===== src/rtl/multicycle_ctrl_pkg.sv =====
// Shared encodings for the multicycle MIPS-subset controller: opcode/funct
// constants, ALU and mux-select encodings, FSM states and instruction classes.
package multicycle_ctrl_pkg;

    localparam logic [5:0] OP_RTYPE = 6'h00;
    localparam logic [5:0] OP_J     = 6'h02;
    localparam logic [5:0] OP_JAL   = 6'h03;
    localparam logic [5:0] OP_BNE   = 6'h05;
    localparam logic [5:0] OP_ADDI  = 6'h08;
    localparam logic [5:0] OP_XORI  = 6'h0e;
    localparam logic [5:0] OP_LW    = 6'h23;
    localparam logic [5:0] OP_SW    = 6'h2b;

    localparam logic [5:0] FN_JR  = 6'h08;
    localparam logic [5:0] FN_ADD = 6'h20;
    localparam logic [5:0] FN_SUB = 6'h22;
    localparam logic [5:0] FN_SLT = 6'h2a;

    localparam logic [2:0] ALU_ADD = 3'd0;
    localparam logic [2:0] ALU_SUB = 3'd1;
    localparam logic [2:0] ALU_XOR = 3'd2;
    localparam logic [2:0] ALU_SLT = 3'd4;

    localparam logic [1:0] SRCB_RT     = 2'd0;
    localparam logic [1:0] SRCB_FOUR   = 2'd1;
    localparam logic [1:0] SRCB_IMM    = 2'd2;
    localparam logic [1:0] SRCB_IMM_SH = 2'd3;

    localparam logic [1:0] REGDST_RD  = 2'd0;
    localparam logic [1:0] REGDST_RT  = 2'd1;
    localparam logic [1:0] REGDST_R31 = 2'd2;

    localparam logic [1:0] M2R_ALU = 2'd0;
    localparam logic [1:0] M2R_MEM = 2'd1;
    localparam logic [1:0] M2R_PC  = 2'd2;

    localparam logic [1:0] PCSEL_JUMP = 2'd0;
    localparam logic [1:0] PCSEL_ALU  = 2'd1;
    localparam logic [1:0] PCSEL_RS   = 2'd2;

    typedef enum logic [2:0] {
        FETCH, DECODE, EXEC, MEM, MEM_WB, ALU_WB, HALT
    } state_e;

    typedef enum logic [3:0] {
        IC_RTYPE, IC_ITYPE_ALU, IC_LOAD, IC_STORE, IC_BRANCH,
        IC_JUMP, IC_JAL, IC_JR, IC_ILLEGAL
    } iclass_e;

endpackage


===== src/rtl/mc_decode.sv =====
// Combinational instruction classifier.
//   Op, funct : IR opcode and function fields
//   iclass    : instruction class (illegal for unlisted Op / R-type funct)
//   alu_ctrl  : ALU operation the EXEC state should request
module mc_decode
    import multicycle_ctrl_pkg::*;
(
    input  logic [5:0] Op,
    input  logic [5:0] funct,
    output iclass_e    iclass,
    output logic [2:0] alu_ctrl
);

    always_comb begin
        iclass   = IC_ILLEGAL;
        alu_ctrl = ALU_ADD;
        case (Op)
            OP_RTYPE: begin
                case (funct)
                    FN_ADD: begin iclass = IC_RTYPE; alu_ctrl = ALU_ADD; end
                    FN_SUB: begin iclass = IC_RTYPE; alu_ctrl = ALU_SUB; end
                    FN_SLT: begin iclass = IC_RTYPE; alu_ctrl = ALU_SLT; end
                    FN_JR:  iclass = IC_JR;
                    default: iclass = IC_ILLEGAL;
                endcase
            end
            OP_J:    iclass = IC_JUMP;
            OP_JAL:  iclass = IC_JAL;
            OP_BNE:  begin iclass = IC_BRANCH;    alu_ctrl = ALU_SUB; end
            OP_ADDI: begin iclass = IC_ITYPE_ALU; alu_ctrl = ALU_ADD; end
            OP_XORI: begin iclass = IC_ITYPE_ALU; alu_ctrl = ALU_XOR; end
            OP_LW:   iclass = IC_LOAD;
            OP_SW:   iclass = IC_STORE;
            default: iclass = IC_ILLEGAL;
        endcase
    end

endmodule


===== src/rtl/multicycle_controller.sv =====
// Multicycle MIPS-subset control FSM: sequences fetch/decode/execute/memory/
// writeback, handshakes with the shared memory port, halts on illegal
// opcodes or memory timeout (exit only through reset).
//   clk, reset (sync, active-high); Op, funct, zero, mem_ready inputs
//   mem_req, IorD, MemWr, IRWr, PCWr, RegWr, ALUSrcA, ALUSrcB, ALUCtrl,
//   RegDst, MemToReg, PCSel, AddSel : datapath strobes and selects
//   halted : fault indication
//   cycle_count, instr_count : performance counters when PERF_CNT_EN is
//   defined, otherwise tied to 0
module multicycle_controller
    import multicycle_ctrl_pkg::*;
#(
    parameter int unsigned MAX_WAIT  = 15,
    parameter int unsigned CNT_WIDTH = 32
) (
    input  logic                 clk,
    input  logic                 reset,
    input  logic [5:0]           Op,
    input  logic [5:0]           funct,
    input  logic                 zero,
    input  logic                 mem_ready,
    output logic                 mem_req,
    output logic                 IorD,
    output logic                 MemWr,
    output logic                 IRWr,
    output logic                 PCWr,
    output logic                 RegWr,
    output logic                 ALUSrcA,
    output logic [1:0]           ALUSrcB,
    output logic [2:0]           ALUCtrl,
    output logic [1:0]           RegDst,
    output logic [1:0]           MemToReg,
    output logic [1:0]           PCSel,
    output logic                 AddSel,
    output logic                 halted,
    output logic [CNT_WIDTH-1:0] cycle_count,
    output logic [CNT_WIDTH-1:0] instr_count
);

    localparam int unsigned WAIT_W = $clog2(MAX_WAIT + 1);

    state_e            state, next_state;
    logic [WAIT_W-1:0] wait_cnt;
    logic              timeout;
    iclass_e           iclass;
    logic [2:0]        dec_alu_ctrl;

    mc_decode u_decode (
        .Op       (Op),
        .funct    (funct),
        .iclass   (iclass),
        .alu_ctrl (dec_alu_ctrl)
    );

    // This is the MAX_WAIT-th consecutive cycle without mem_ready.
    assign timeout = (wait_cnt == WAIT_W'(MAX_WAIT - 1));

    // State register
    always_ff @(posedge clk) begin
        if (reset) state <= FETCH;
        else       state <= next_state;
    end

    // Wait counter: clears on every state change, counts cycles stalled in FETCH/MEM
    always_ff @(posedge clk) begin
        if (reset || (next_state != state))
            wait_cnt <= '0;
        else if ((state == FETCH) || (state == MEM))
            wait_cnt <= wait_cnt + WAIT_W'(1);
    end

    // Next-state and outputs; reset forces every output low
    always_comb begin
        next_state = state;
        mem_req    = 1'b0;
        IorD       = 1'b0;
        MemWr      = 1'b0;
        IRWr       = 1'b0;
        PCWr       = 1'b0;
        RegWr      = 1'b0;
        ALUSrcA    = 1'b0;
        ALUSrcB    = SRCB_RT;
        ALUCtrl    = ALU_ADD;
        RegDst     = REGDST_RD;
        MemToReg   = M2R_ALU;
        PCSel      = PCSEL_JUMP;
        AddSel     = 1'b0;
        halted     = 1'b0;
        if (reset) begin
            next_state = FETCH;
        end else begin
            case (state)
                FETCH: begin
                    mem_req = 1'b1;
                    ALUSrcB = SRCB_FOUR;
                    PCSel   = PCSEL_ALU;
                    if (mem_ready) begin
                        IRWr       = 1'b1;
                        PCWr       = 1'b1;
                        next_state = DECODE;
                    end else if (timeout) begin
                        next_state = HALT;
                    end
                end
                DECODE: begin
                    ALUSrcB = SRCB_IMM_SH;
                    case (iclass)
                        IC_JUMP: begin
                            PCWr       = 1'b1;
                            next_state = FETCH;
                        end
                        IC_JAL: begin
                            PCWr       = 1'b1;
                            RegWr      = 1'b1;
                            RegDst     = REGDST_R31;
                            MemToReg   = M2R_PC;
                            next_state = FETCH;
                        end
                        IC_JR: begin
                            PCWr       = 1'b1;
                            PCSel      = PCSEL_RS;
                            next_state = FETCH;
                        end
                        IC_ILLEGAL: next_state = HALT;
                        default:    next_state = EXEC;
                    endcase
                end
                EXEC: begin
                    ALUSrcA = 1'b1;
                    ALUCtrl = dec_alu_ctrl;
                    case (iclass)
                        IC_RTYPE: begin
                            ALUSrcB    = SRCB_RT;
                            next_state = ALU_WB;
                        end
                        IC_ITYPE_ALU: begin
                            ALUSrcB    = SRCB_IMM;
                            next_state = ALU_WB;
                        end
                        IC_LOAD, IC_STORE: begin
                            ALUSrcB    = SRCB_IMM;
                            next_state = MEM;
                        end
                        IC_BRANCH: begin
                            // Branch taken when operands differ; target already in ALUOut.
                            ALUSrcB    = SRCB_RT;
                            AddSel     = 1'b1;
                            PCSel      = PCSEL_ALU;
                            PCWr       = ~zero;
                            next_state = FETCH;
                        end
                        default: next_state = HALT;
                    endcase
                end
                MEM: begin
                    mem_req = 1'b1;
                    IorD    = 1'b1;
                    MemWr   = (iclass == IC_STORE);
                    if (mem_ready)
                        next_state = (iclass == IC_STORE) ? FETCH : MEM_WB;
                    else if (timeout)
                        next_state = HALT;
                end
                MEM_WB: begin
                    RegWr      = 1'b1;
                    RegDst     = REGDST_RT;
                    MemToReg   = M2R_MEM;
                    next_state = FETCH;
                end
                ALU_WB: begin
                    RegWr      = 1'b1;
                    RegDst     = (iclass == IC_RTYPE) ? REGDST_RD : REGDST_RT;
                    next_state = FETCH;
                end
                HALT: begin
                    halted = 1'b1;
                end
                default: next_state = HALT;
            endcase
        end
    end

`ifdef PERF_CNT_EN
    logic [CNT_WIDTH-1:0] cycle_cnt;
    logic [CNT_WIDTH-1:0] instr_cnt;

    // Performance counters; an instruction retires on each entry into FETCH
    always_ff @(posedge clk) begin
        if (reset) begin
            cycle_cnt <= '0;
            instr_cnt <= '0;
        end else begin
            if (state != HALT)
                cycle_cnt <= cycle_cnt + CNT_WIDTH'(1);
            if ((next_state == FETCH) && (state != FETCH))
                instr_cnt <= instr_cnt + CNT_WIDTH'(1);
        end
    end

    assign cycle_count = cycle_cnt;
    assign instr_count = instr_cnt;
`else
    assign cycle_count = '0;
    assign instr_count = '0;
`endif

endmodule


===== config.mk =====
export PLATFORM = sky130hd
export DESIGN_NAME = multicycle_controller
export DESIGN_NICKNAME = d
export VERILOG_FILES = /design/src/rtl/multicycle_ctrl_pkg.sv /design/src/rtl/mc_decode.sv /design/src/rtl/multicycle_controller.sv
export SDC_FILE = /design/constraint.sdc
export NUM_CORES = 1
export LEC_CHECK = 0
export ABC_AREA = 1
export BUFFER_PORTS_ARGS = -buffer_cell sky130_fd_sc_hd__clkbuf_2
export CAP_MARGIN = 20
export CORE_UTILIZATION = 48
export CTS_BUF_LIST = sky130_fd_sc_hd__clkbuf_8
export DETAILED_ROUTE_END_ITERATION = 10
export GPL_ROUTABILITY_DRIVEN = 0
export PLACE_DENSITY = 0.89
export SYNTH_ARGS = -nofsm -noshare
export SYNTH_HDL_FRONTEND = slang
export SYNTH_HIERARCHICAL = 1
export SYNTH_SLANG_ARGS = --single-unit

===== constraint.sdc =====
create_clock -name clk -period 2.38 [get_ports clk]
set_clock_uncertainty 0.1 [all_clocks]
set_input_delay 0.238 -clock clk [delete_from_list [all_inputs] [get_ports clk]]
set_output_delay 0.238 -clock clk [all_outputs]
set_load 0.005 [all_outputs]

Word-level counts from Yosys, hierarchy flattened
Index checks and enable logic that the tools add are counted.
- register bits: 7
- bits of input ports: 16
- output and inout bits: 84
- logic and storage cells: 94
- add/sub/neg operators: 1
- equality and inequality tests: 27
- multiplexer cells: 50
- bitwise logic cells: 1
- reductions and logical operators: 13
- operator list (kind ; count):
    $eq A6 B6 Y1 const B ; 5
    $pmux W4 S7 ; 1
    $mux W1 ; 23
    $mux W3 ; 7
    $eq A6 B4 Y1 const B ; 3
    $pmux W2 S3 ; 3
    $pmux W3 S3 ; 2
    $pmux W3 S6 ; 1
    $eq A4 B3 Y1 const B ; 4
    $mux W2 ; 7
    $eq A6 B2 Y1 const B ; 2
    $pmux W3 S2 ; 2
    $reduce_or A2 Y1 ; 5
    $eq A3 B3 Y1 const B ; 3
    $reduce_or A3 Y1 ; 3
    $eq A4 B2 Y1 const B ; 2
    $eq A4 B4 Y1 const B ; 2
    $pmux W4 S2 ; 1
    $eq A3 B2 Y1 const B ; 2
    $eq A6 B3 Y1 const B ; 1
    $logic_not A6 Y1 ; 1
    $add A4 B1 Y4 const B ; 1
    $eq A4 B1 Y1 const B ; 1
    $logic_not A4 Y1 ; 1
    8 further kinds ; 9

Longest topological paths before layout
- word-level depth: 11
- mapped depth: 17
- gate-level depth less buffers: 17

Modules after synthesis
The synthesis kept the hierarchy.
- modules (own cells, without submodules) (module ; instances ; cells an instance ; area each (um^2) ; sequential area each (um^2)):
    multicycle_controller ; 1 ; 195 ; 1312.5 ; 140.1
    mc_decode ; 1 ; 63 ; 277.8 ; 0.0

Worst setup path after synthesis
Ideal clock, no wire load.
- path kind: input-to-output
- start point: input port Op[5]
- end point: output port PCWr
- arrival: 1379 ps
- required time: 2042 ps
- setup slack: 663 ps
- cell stages on the path: 13
- buffers on the path: 0
- cell sequence: nor2_4 > nand3_1 > nand2_1 > nor2_1 > nand2_1 > nand2_1 > inv_2 > nand2_2 > clkinv_1 > nand3_1 > o21ai_0 > a21oi_1 > nor2_1
- cells in the longest elaborated chain, start to end: 8
- elaborated cells on any way between the ends: 19
- classes of those cells: eq/ne: 11; mux: 5; reduce/logical: 3
- RTL lines (item ; line ; text):
    from (decl) ; multicycle_controller.sv:18 ; input logic [5:0] Op,
    $eq A6 B4 Y1 ; mc_decode.sv:17 ; case (Op)
    $reduce_or A2 Y1 (no source line) ; -- ;
    $pmux W4 S7 (*) ; mc_decode.sv:17 ;
    via iclass[3] ; multicycle_controller.sv:45 ; iclass_e iclass;
    $eq A4 B3 Y1 ; multicycle_controller.sv:107 ; case (iclass)
    $reduce_or A3 Y1 (no source line) ; -- ;
    $mux W1 ; multicycle_controller.sv:107 ;
    $pmux W1 S3 (*) ; multicycle_controller.sv:92 ; case (state)
    $mux W1 (*) ; multicycle_controller.sv:89 ; if (reset) begin
    to (decl) ; multicycle_controller.sv:26 ; output logic PCWr,
The timed path passes the listed nets; every way through them passes the cells marked *.

Final worst setup path
- start point: input port Op[3]
- end point: output port PCWr
Same word-level chain as after synthesis.

==> results.tsv <==
stage	metric	value	unit
synth	Syn Area/Cell	6.16	sq um
timing	worst relative slew slack	0.638	
synth	Syn Inst Count	258	
worst_setup_path	Critical Path Fanout Max	4	
outcome	status	finished, final reports clean	
hold_path	HP Class	in -> reg	
timing	RSZ-0062 raised after global routing	no	
synth	Yosys reg bits	7	
synth	Synth area leaders	buf_4 30%, nand2_1 9.7%, dfxtp_1 8.8%, nor2_1 8.3%, nand3_1 6.6%	
clock_tree	CTS resizes	0	
power_and_ir_drop	Lkg Pwr	0.931	nW
worst_setup_path	Req. time, crit path	2.04	ns
power_and_ir_drop	Sw Share	0.495	
clock_tree	clk slew on worst S/H paths	0.04	ns
worst_setup_path	Worst Setup End Kind	output port	
synth	cell area after synthesis	1590	sq um
timing	Fmax	0.470	GHz
die	Die Height	59.6	um
synth	Main synth FF type	dfxtp_1	
detailed_routing	wirelength, routed	2770	um
clock_tree	CTS Sinks	7	
final_layout	most frequent cells in the layout	64 x conb_1, 41 x nand2_1, 35 x nor2_1, 35 x clkbuf_2, 27 x inv_1	
worst_setup_path	Reg-to-Reg Start	state[1]$_SDFF_PP0_	
timing	final setup fails	0	
placement	Port Buffers	35	
final_layout	Nets	310	
clock_tree	H-tree levels	1	
synth	share of async-settable or async-resettable flops after synthesis	0	
synth	sequential area share after synthesis	0.0881	
detailed_routing	DRT Pass-1 Iters	4	
clock_tree	clk_lat worst skew	0.22	ns
final_layout	diodes inserted	0	
worst_setup_path	R2R Path End	wait_cnt[0]$_SDFFE_PP0N_	
worst_setup_path	CP arrival	1.79	ns
worst_setup_path	Setup CP Type	in -> out	
run	max-cap viol count	0	
worst_setup_path	Critical Path Source Type	input port	
power_and_ir_drop	cell internal pwr	0.411	mW
clock_tree	root buffer cell	clkbuf_8	
clock_tree	CTS tree	yes	
grt	first-pass GRT wire length	4250	um
grt	total gr overflow	0	
worst_setup_path	worst setup path end	PCWr	
power_and_ir_drop	Power Dens Cells	515	nW/um^2
clock_tree	CTS Hold Bufs	0	
grt	antenna violations before repair	0	
die	Initial Utilization	0.512	
die	total I/O pin count	100	
final_layout	Non-Filler Instances	335	
final_layout	most common cell after layout, fill and taps aside	conb_1	
die	Core Region	3100	sq um
final_layout	layout cells sized above 1	0.230	
worst_setup_path	Critical Path Source	Op[3]	
synth	Post-synth EDFFs	0	
timing	crit share post-route	0.894	
clock_tree	total CTS buffers	3	
power_and_ir_drop	maximum vdd ir drop	0.292	mV
grt	Total GRT Usage	0.150	
timing	final hold viol count	0	
placement	dpl cell area	1540	sq um
synth	area share of the largest cell type after synthesis	0.302	
timing	Worst-Margin Slew	0.542	ns
grt	vias in the first global route	1085	
timing	Setup TNS Final	0	ns
detailed_routing	Final ANT Viol Nets	0	
die	total die area	3550	sq um
worst_setup_path	Register-to-Register Path Depth	9	
detailed_routing	DRT iter0 DRCs	42	
power_and_ir_drop	switching power	0.403	mW
die	Row Count	20	
detailed_routing	drt wl/cell	8.27	um
grt	largest net degree at the start of global routing	22	
final_layout	P&R area growth vs syn	-0.629	%
timing	Slew Viols, Final	0	
synth	Synth cell types	29	
detailed_routing	via/cell ratio	4.31	
die	Die X	59.6	um
detailed_routing	vias	1445	
placement	DP HPWL	2400	um
placement	Cells after DPL	331	
synth	Synth warnings	6	
synth	area leader, netlist	buf_4	
final_layout	fin area	1580	sq um
power_and_ir_drop	Seq pwr share	0.256	
detailed_routing	# DRC	0	
clock_tree	setup bufs post-CTS	0	
clock_tree	CTS Buffer Depth	2	
timing	min Tclk post-route	2.13	ns
power_and_ir_drop	Clk pwr share	0.193	
power_and_ir_drop	Comb power frac	0.552	
worst_setup_path	Reg2Reg Setup Slack	0.63	ns
## metrics by stage
stage / setup WS, ns / hold slack [ns] / total power [mW] / utilization
after CTS: 0.253 / 0.382 / 0.816 / 0.509
after detailed placement: 0.265 / 0.445 / 0.657 / 0.495
after global placement: 0.312 / 0.434 / 0.645 / 0.495
after floorplan: 0.663 / 0.380 / 0.644 / -
final: 0.253 / 0.382 / 0.814 / 0.509
after global routing: 0.0429 / 0.422 / 0.884 / 0.509
## critical path, cell delays in order
cell and delay (ns):
clkbuf_2 0.11, nor2_2 0.19, inv_1 0.08, nor2_1 0.10
nand2_1 0.10, nand4_1 0.21, nand2_2 0.12, clkinv_1 0.09
nand3_1 0.11, o21ai_0 0.17, a21oi_1 0.05, nor2_1 0.08
clkbuf_2 0.12
## cells in the mapped netlist (2+ instances only)
cell / number
buf_6: 3
dfxtp_1: 7
nand3_2: 6
nor2_2: 7
nor2_1: 35
buf_4: 64
nor3_1: 10
a21oi_1: 3
inv_1: 26
nand2_1: 41
inv_2: 2
nand2_2: 4
o21ai_0: 3
nor2_4: 3
nand3_1: 21
ha_1: 2
xnor2_1: 2
nand2_4: 3
clkbuf_1: 2
nand4_1: 5
## registers in the layout (all words and copies together) (netlist names)
| signal | count |
|---|---|
| state | 3 |
| wait_cnt | 4 |
## cells by family after synthesis
family	count (synthesis)	synth area share
compound gates	6	0.0189
buf+inv	100	0.406
xor+xnor	3	0.0165
simple gates	139	0.452
other cells	1	0.00236
fa+ha+maj	2	0.0157
flops	7	0.0881
## per-layer routing
metal,routed length [um],global-route usage,part of all wire
met2,1420,0.291,0.51
met3,205,0.0197,0.074
met5,0,0,0
met4,11,0.0299,0.0040
met1,1130,0.173,0.41
## power groups by stage
stage	logic, mW	clock network (mW)	registers (mW)
global route	0.507	0.167	0.210
detailed placement	0.448	0	0.209
finish	0.449	0.157	0.208
floorplan	0.491	0	0.153
CTS	0.451	0.158	0.207
global placement	0.437	0	0.207
## worst min path at each step
stage	end	cells past startpoint	slack [ns]	startpoint
final	state[2]$_SDFF_PP0_	5	0.38	mem_ready
after global routing	state[0]$_SDFF_PP0_	6	0.42	mem_ready
after CTS	state[2]$_SDFF_PP0_	5	0.38	mem_ready
after detailed placement	wait_cnt[3]$_SDFFE_PP0N_	3	0.44	wait_cnt[3]$_SDFFE_PP0N_
after global placement	wait_cnt[3]$_SDFFE_PP0N_	3	0.43	wait_cnt[3]$_SDFFE_PP0N_
after floorplan	state[1]$_SDFF_PP0_	3	0.38	reset
## final cells by class
| type | count | area (sq um) |
|---|---|---|
| fill | 334 | 1520 |
| multi-input combinational | 214 | 1040 |
| timing repair buffer | 35 | 175 |
| sequential | 7 | 140 |
| inverter | 31 | 124 |
| tap | 44 | 55.1 |
| clock buffer | 3 | 41.3 |
| clock inverter | 1 | 3.75 |
No activity file was read; power rests on OpenSTA's default activity.
